`src/rtl/dct_1d_param.sv`:
```
// 8-point 1-D DCT / IDCT over a row-major sample stream: buffer a row, copy it to a
// hold register, then emit one rounded, saturated coefficient per cycle.

module dct_lane #(
  parameter int IN_W = 8,
  parameter int FRAC = 12,
  parameter int LANE = 0,
  parameter int CW   = FRAC + 1
) (
  input  logic                     clk,
  input  logic signed [IN_W-1:0]   a,
  input  logic [2:0]               k,
  input  logic                     inv,
  output logic signed [IN_W+CW-1:0] prod
);

  localparam real PI = 3.14159265358979323846;

  // cos(m*pi/16) by a Taylor series on the angle folded into [0, pi]
  function automatic real cos_pi16(input int m);
    real x, term, s;
    int  r;
    r = m % 32;
    if (r > 16) r = 32 - r;
    x    = real'(r) * PI / 16.0;
    term = 1.0;
    s    = 1.0;
    for (int i = 1; i <= 30; i++) begin
      term = -term * x * x / real'((2*i - 1) * (2*i));
      s    = s + term;
    end
    return s;
  endfunction

  // Q[kk][nn], rounded half away from zero
  function automatic int qcoef(input int kk, input int nn);
    real v, sc;
    sc = 1.0;
    for (int i = 0; i < FRAC; i++) sc = sc * 2.0;
    v = cos_pi16((2*nn + 1) * kk) * sc / 2.0;
    if (kk == 0) v = v * 0.70710678118654752440;
    return (v >= 0.0) ? $rtoi(v + 0.5) : -$rtoi(0.5 - v);
  endfunction

  // Column of coefficients this lane needs, indexed by output k
  function automatic logic [7:0][CW-1:0] coef_col(input bit tr);
    logic [7:0][CW-1:0] col;
    for (int j = 0; j < 8; j++)
      col[j] = CW'(tr ? qcoef(LANE, j) : qcoef(j, LANE));
    return col;
  endfunction

  localparam logic [7:0][CW-1:0] COLF = coef_col(1'b0);
  localparam logic [7:0][CW-1:0] COLI = coef_col(1'b1);

  logic signed [CW-1:0] coef;

  assign coef = inv ? $signed(COLI[k]) : $signed(COLF[k]);

  always_ff @(posedge clk)
    prod <= a * coef;

endmodule

module dct_1d_param #(
  parameter int IN_W  = 8,
  parameter int OUT_W = 12,
  parameter int FRAC  = 12
) (
  input  logic                    clk,
  input  logic                    rst,
  input  logic                    ena_in,
  input  logic signed [IN_W-1:0]  a_in,
  input  logic                    inv_in,
  output logic signed [OUT_W-1:0] S_out,
  output logic                    ena_out,
  output logic [2:0]              idx_out,
  output logic                    sat_out
);

  localparam int NUM_LANES = 8;
  localparam int CW        = FRAC + 1;
  localparam int PW        = IN_W + CW;
  localparam int ACC_W     = IN_W + FRAC + 5;

  localparam logic signed [ACC_W-1:0] HALF = ACC_W'(1) << (FRAC - 1);
  localparam logic signed [ACC_W-1:0] SMAX = (ACC_W'(1) << (OUT_W - 1)) - ACC_W'(1);
  localparam logic signed [ACC_W-1:0] SMIN = ~SMAX;

  typedef enum logic {IDLE, RUN} state_t;

  logic [2:0]                            cnt;
  logic [NUM_LANES-2:0][IN_W-1:0]        sbuf;
  logic                                  row_inv;
  logic [NUM_LANES-1:0][IN_W-1:0]        hold;
  logic                                  hold_inv;
  logic                                  ld;
  state_t                                st, st_n;
  logic [2:0]                            k_q, k_n;
  logic [NUM_LANES-1:0][PW-1:0]          prod;
  logic [1:0]                            vld_pipe;
  logic [2:0]                            idx_p;
  logic signed [ACC_W-1:0]               acc, biased, rnd;
  logic signed [OUT_W-1:0]               s_n;
  logic                                  sat_n;

  assign ld = ena_in && (cnt == 3'd7);

  // Row capture: sample 7 goes straight to the hold register with the buffered 0..6
  always_ff @(posedge clk) begin
    if (ena_in) begin
      for (int i = 0; i < NUM_LANES - 1; i++)
        if (cnt == 3'(i)) sbuf[i] <= a_in;
      if (cnt == 3'd0) row_inv <= inv_in;
    end
    if (ld) begin
      hold     <= {a_in, sbuf};
      hold_inv <= row_inv;
    end
  end

  always_ff @(posedge clk or posedge rst) begin
    if (rst) begin
      cnt      <= '0;
      st       <= IDLE;
      k_q      <= '0;
      vld_pipe <= '0;
      idx_p    <= '0;
    end else begin
      if (ena_in) cnt <= cnt + 3'd1;
      st       <= st_n;
      k_q      <= k_n;
      vld_pipe <= {vld_pipe[0], st == RUN};
      idx_p    <= k_q;
    end
  end

  // A new hold load always restarts the burst at k=0
  always_comb begin
    st_n = st;
    k_n  = k_q;
    if (ld) begin
      st_n = RUN;
      k_n  = '0;
    end else if (st == RUN) begin
      k_n = k_q + 3'd1;
      if (k_q == 3'd7) st_n = IDLE;
    end
  end

  for (genvar n = 0; n < NUM_LANES; n++) begin : g_lane
    dct_lane #(.IN_W(IN_W), .FRAC(FRAC), .LANE(n), .CW(CW)) u_lane (
      .clk  (clk),
      .a    (hold[n]),
      .k    (k_q),
      .inv  (hold_inv),
      .prod (prod[n])
    );
  end

  always_comb begin
    acc = '0;
    for (int n = 0; n < NUM_LANES; n++)
      acc = acc + ACC_W'($signed(prod[n]));
    biased = acc + HALF;
    rnd    = biased >>> FRAC;
    sat_n  = 1'b0;
    s_n    = rnd[OUT_W-1:0];
    if (rnd > SMAX) begin
      s_n   = SMAX[OUT_W-1:0];
      sat_n = 1'b1;
    end else if (rnd < SMIN) begin
      s_n   = SMIN[OUT_W-1:0];
      sat_n = 1'b1;
    end
  end

  // Outputs are forced to zero whenever no valid result is presented
  always_ff @(posedge clk or posedge rst) begin
    if (rst) begin
      S_out   <= '0;
      idx_out <= '0;
      sat_out <= 1'b0;
    end else if (vld_pipe[0]) begin
      S_out   <= s_n;
      idx_out <= idx_p;
      sat_out <= sat_n;
    end else begin
      S_out   <= '0;
      idx_out <= '0;
      sat_out <= 1'b0;
    end
  end

  assign ena_out = vld_pipe[1];

endmodule
```
`config.mk`:
```
export PLATFORM = sky130hd
export DESIGN_NAME = dct_1d_param
export DESIGN_NICKNAME = d
export VERILOG_FILES = /design/src/rtl/dct_1d_param.sv
export SDC_FILE = /design/constraint.sdc
export NUM_CORES = 2
export LEC_CHECK = 0
export CORE_AREA = 2 2 277 279
export CTS_BUF_LIST = sky130_fd_sc_hd__clkbuf_4
export CTS_CLUSTER_SIZE = 28
export DETAILED_ROUTE_END_ITERATION = 16
export DIE_AREA = 0 0 279 281
export HOLD_SLACK_MARGIN = 0.05
export PLACE_DENSITY_LB_ADDON = 0.2
export SETUP_SLACK_MARGIN = 0.3
export SYNTH_ARGS = -nofsm -noshare
export SYNTH_HDL_FRONTEND = slang
export SYNTH_HIERARCHICAL = 1
export SYNTH_SLANG_ARGS = --single-unit
export TNS_END_PERCENT = 20
```
`constraint.sdc`:
```
create_clock -name clk -period 14.9 [get_ports clk]
set_clock_uncertainty 0.2 [all_clocks]
set_input_delay 1.49 -clock clk [delete_from_list [all_inputs] [get_ports clk]]
set_output_delay 1.49 -clock clk [all_outputs]
set_load 0.02 [all_outputs]
```
==> flow_metrics.env <==
export IMPL_run_status="complete, no violations"
export IMPL_cp_cell_sequence="buf_4 -> buf_4 -> nand2b_1 -> a21oi_1 -> a21oi_1 -> nand2_1 -> fa_1 -> fa_1 -> inv_1 -> fa_1 -> inv_1 -> fa_1 -> inv_1 -> ha_1 -> o211ai_1 -> a21o_1 -> a21oi_1 -> a311o_1 -> o22ai_2 -> xnor2_1"
export IMPL_crit_arrival_ns=7.89
export IMPL_cts_resized=0
export IMPL_num_fill_cells=6462
export IMPL_ctsHoldBuffers=0
export IMPL_ys_ff_latch=318
export IMPL_place_ws_ns=7.59
export IMPL_hold_depth=0
export IMPL_regArea_sq_mm=0.00774
export IMPL_criticalPathCategory="flop to flop"
export IMPL_dp_hpwl_um=85300
export IMPL_ant_nets=0
export IMPL_min_period_ns=7.40
export IMPL_area_growth_pct=5.04
export IMPL_cts_buffers=85
export IMPL_nNetsFinal=5946
export IMPL_drt_first_pass_iters=5
export IMPL_setup_viol=0
export IMPL_worstPathMaxFanout=82
export IMPL_syn_area_sq_mm=0.0449
export IMPL_grt_ovfl_total=0
export IMPL_rows=101
export IMPL_synth_ff_type="dfxtp_1"
export IMPL_insertion_delay_ns=0.85
export IMPL_maxSlewHeadroom_pct=17.7
export IMPL_finalMaxSlewViolations=0
export IMPL_wl_per_cell_um=18.1
export IMPL_cts_max_level=3
export IMPL_syn_avg_cell_area_sq_um=9.48
export IMPL_fmax_ghz=0.135
export IMPL_avgViaCountPerCell=5.36
export IMPL_maxCapViolCount=0
export IMPL_worst_pin_slew_ns=1.22
export IMPL_cpLargestDelayFamily="adder cells"
export IMPL_cts_root_buf="clkbuf_4"
export IMPL_crit_top_cell="fa_1"
export IMPL_setup_ws_ns=7.50
export IMPL_crit_buf_inv=5
export IMPL_cts_clk_slew_worst_paths_ns=0.07
export IMPL_cp_start_kind="flop"
export IMPL_vias=31089
export IMPL_period_share_pct=49.6
export IMPL_critPathRequiredTime_ns=15.39
export IMPL_gr_usage_all_layers_pct=28.6
export IMPL_syn_num_nets=5935
export IMPL_cp_num_cells=20
export IMPL_drive_above_1_share_pct=5.21
export IMPL_grt_max_degree=83
export IMPL_worstRegToRegCells=20
export IMPL_ys_seq_area_share_pct=17.2
export IMPL_synth_warnings=6
export IMPL_antenna_found_initial=3
export IMPL_critPathSlowestCell="edfxtp_1"
export IMPL_die_h_um=281
export IMPL_final_setup_tns_ns=0
export IMPL_cp_end_kind="flop"
export IMPL_grt_setup_unrepaired="false"
export IMPL_die_w_um=279
export IMPL_grt_pass1_wl_um=175000
export IMPL_hp_class="flop to flop"
export IMPL_multiInputGateArea_sq_mm=0.0322
export IMPL_crit_path_max_incr_delay_ns=0.97
export IMPL_cts_sinks=318
export IMPL_drc=0
export IMPL_post_cts_buffers=0
export IMPL_r2r_start="hold_inv"
export IMPL_cts_tree="yes"
export IMPL_gp_congestion=0.971
export IMPL_hp_start="sbuf[10]"
export IMPL_cp_startpoint="hold_inv"
export IMPL_ios=29
export IMPL_grt_pass1_vias=33147
export IMPL_ys_types=113
export IMPL_wl_um=105000
export IMPL_netlist_instances=4741
export IMPL_drtIter0Drc=2009
export IMPL_holdWs_ns=0.186
export IMPL_cts_path_max_buffers=3
export IMPL_initial_core_util_pct=59.6
export IMPL_core_area_sq_mm=0.0754
export IMPL_dieArea_sq_mm=0.0784
export IMPL_finalHoldViolations=0
export IMPL_io_buffer_count=28
export IMPL_synthArstFlopShare_pct=8.81
export IMPL_synth_edf_count=122
sequential cells by signal (all words and copies together), names as in the netlist:
name,cells
S_out,12
cnt,3
g_lane.u_lane/prod,168
hold,64
hold_inv,1
idx_out,3
idx_p,3
k_q,3
row_inv,1
sat_out,1
sbuf,56
st,1
vld_pipe,2
stage by stage:
stage                     instance area (sq um)  utilization (%)  std cells
after detailed placement                  46000             61.0       5643
final                                     47200             62.5       5798
after floorplan                           44900                -       4741
after CTS                                 47200             62.5       5797
after global routing                      47200             62.5       5798
after global placement                    46000             61.0       5643
final cells by class:
class / instances / share of cell area (%)
clock inverter: 28 / 0.493
antenna: 1 / 0.00530
multi-input combinational: 3106 / 68.1
sequential: 318 / 16.4
clock buffer: 126 / 2.00
inverter: 1198 / 9.53
timing repair buffer: 43 / 0.833
tap: 978 / 2.59
cells by family (layout without fill, tap and decap cells):
group	Yosys count	in the layout	share of synthesized area, %
buffers and inverters	1317	1395	11.2
AND/OR/NAND/NOR	1185	1185	13.8
adder cells (fa/ha/maj)	1182	1182	45.6
AO/OA/AOI/OAI	553	553	8.44
flip-flops	318	318	17.2
XOR/XNOR	152	152	2.96
multiplexers	34	34	0.852
other	0	1	0
Yosys cell counts (all sizes together), types with 4 or more instances:
| library cell | instances | area [sq um] |
|---|---|---|
| or3 | 7 | 45.1 |
| a31oi | 22 | 159 |
| o311ai | 4 | 42.6 |
| a221oi | 4 | 41.3 |
| and3 | 22 | 143 |
| o211ai | 24 | 205 |
| ha | 425 | 5320 |
| o21a | 22 | 174 |
| and2 | 408 | 2550 |
| buf | 33 | 213 |
| xor2 | 45 | 394 |
| a211o | 7 | 61.3 |
| clkinv | 4 | 15.0 |
| xnor2 | 107 | 937 |
| a21oi | 168 | 901 |
| a211oi | 33 | 273 |
| mux2 | 8 | 93.8 |
| nand2b | 53 | 332 |
| nor2b | 87 | 552 |
| nor2 | 178 | 676 |
| dfxtp | 168 | 3360 |
| nor3 | 30 | 160 |
| dfrtp | 28 | 701 |
| or2 | 12 | 75.1 |
| clkbuf | 85 | 323 |
| a21o | 44 | 335 |
| nand2 | 328 | 1240 |
| a21boi | 11 | 82.6 |
| nand4 | 10 | 62.6 |
| inv | 1194 | 4480 |
| and4 | 5 | 47.6 |
| o2111ai | 5 | 43.8 |
| a221o | 4 | 40.0 |
| or4 | 5 | 37.5 |
| o21ai | 123 | 646 |
| nand3 | 26 | 130 |
| edfxtp | 122 | 3660 |
| o31ai | 14 | 105 |
| mux2i | 24 | 240 |
| a31o | 13 | 123 |
| o21bai | 13 | 97.6 |
| a2111oi | 7 | 105 |
| fa | 757 | 15200 |
| nor3b | 4 | 35.0 |
placed cells by master, fill, tap and decap left out, types with 28 or more instances in the layout:
master / netlist / routed
a21o_1: 40 / 40
inv_1: 1190 / 1190
nor3_1: 28 / 28
and2_1: 408 / 407
nand2_1: 325 / 325
a211oi_1: 28 / 28
edfxtp_1: 122 / 122
nor2_1: 177 / 177
clkdlybuf4s50_1: 0 / 28
fa_1: 757 / 757
nand2b_1: 53 / 53
xor2_1: 45 / 45
o21ai_1: 35 / 35
o21ai_0: 82 / 82
xnor2_1: 107 / 107
ha_1: 425 / 425
dfxtp_1: 168 / 168
clkbuf_4: 0 / 126
nor2b_1: 86 / 86
a21oi_1: 154 / 154
final timing paths:
| path | endpoint | slack (ns) |
|---|---|---|
| max in group asynchronous | k_q[2] | 13.30 |
| setup / recovery | g_lane[7].u_lane/prod[20] | 7.50 |
| hold / removal | hold[10] | 0.19 |
| setup reg to reg | g_lane[7].u_lane/prod[20] | 7.50 |
| min in group asynchronous | idx_out[2] | 0.86 |
| hold reg to reg | hold[10] | 0.19 |
per-layer routing:
metal | track usage [%] | part of all wire, %
met5 | 0 | 0.011
met4 | 9.83 | 3.4
met1 | 38.2 | 43
met2 | 48.3 | 48
met3 | 3.65 | 4.8
Power is not shown: default switching activity piles up to over one toggle a cycle in this logic, so the estimate is an artifact.
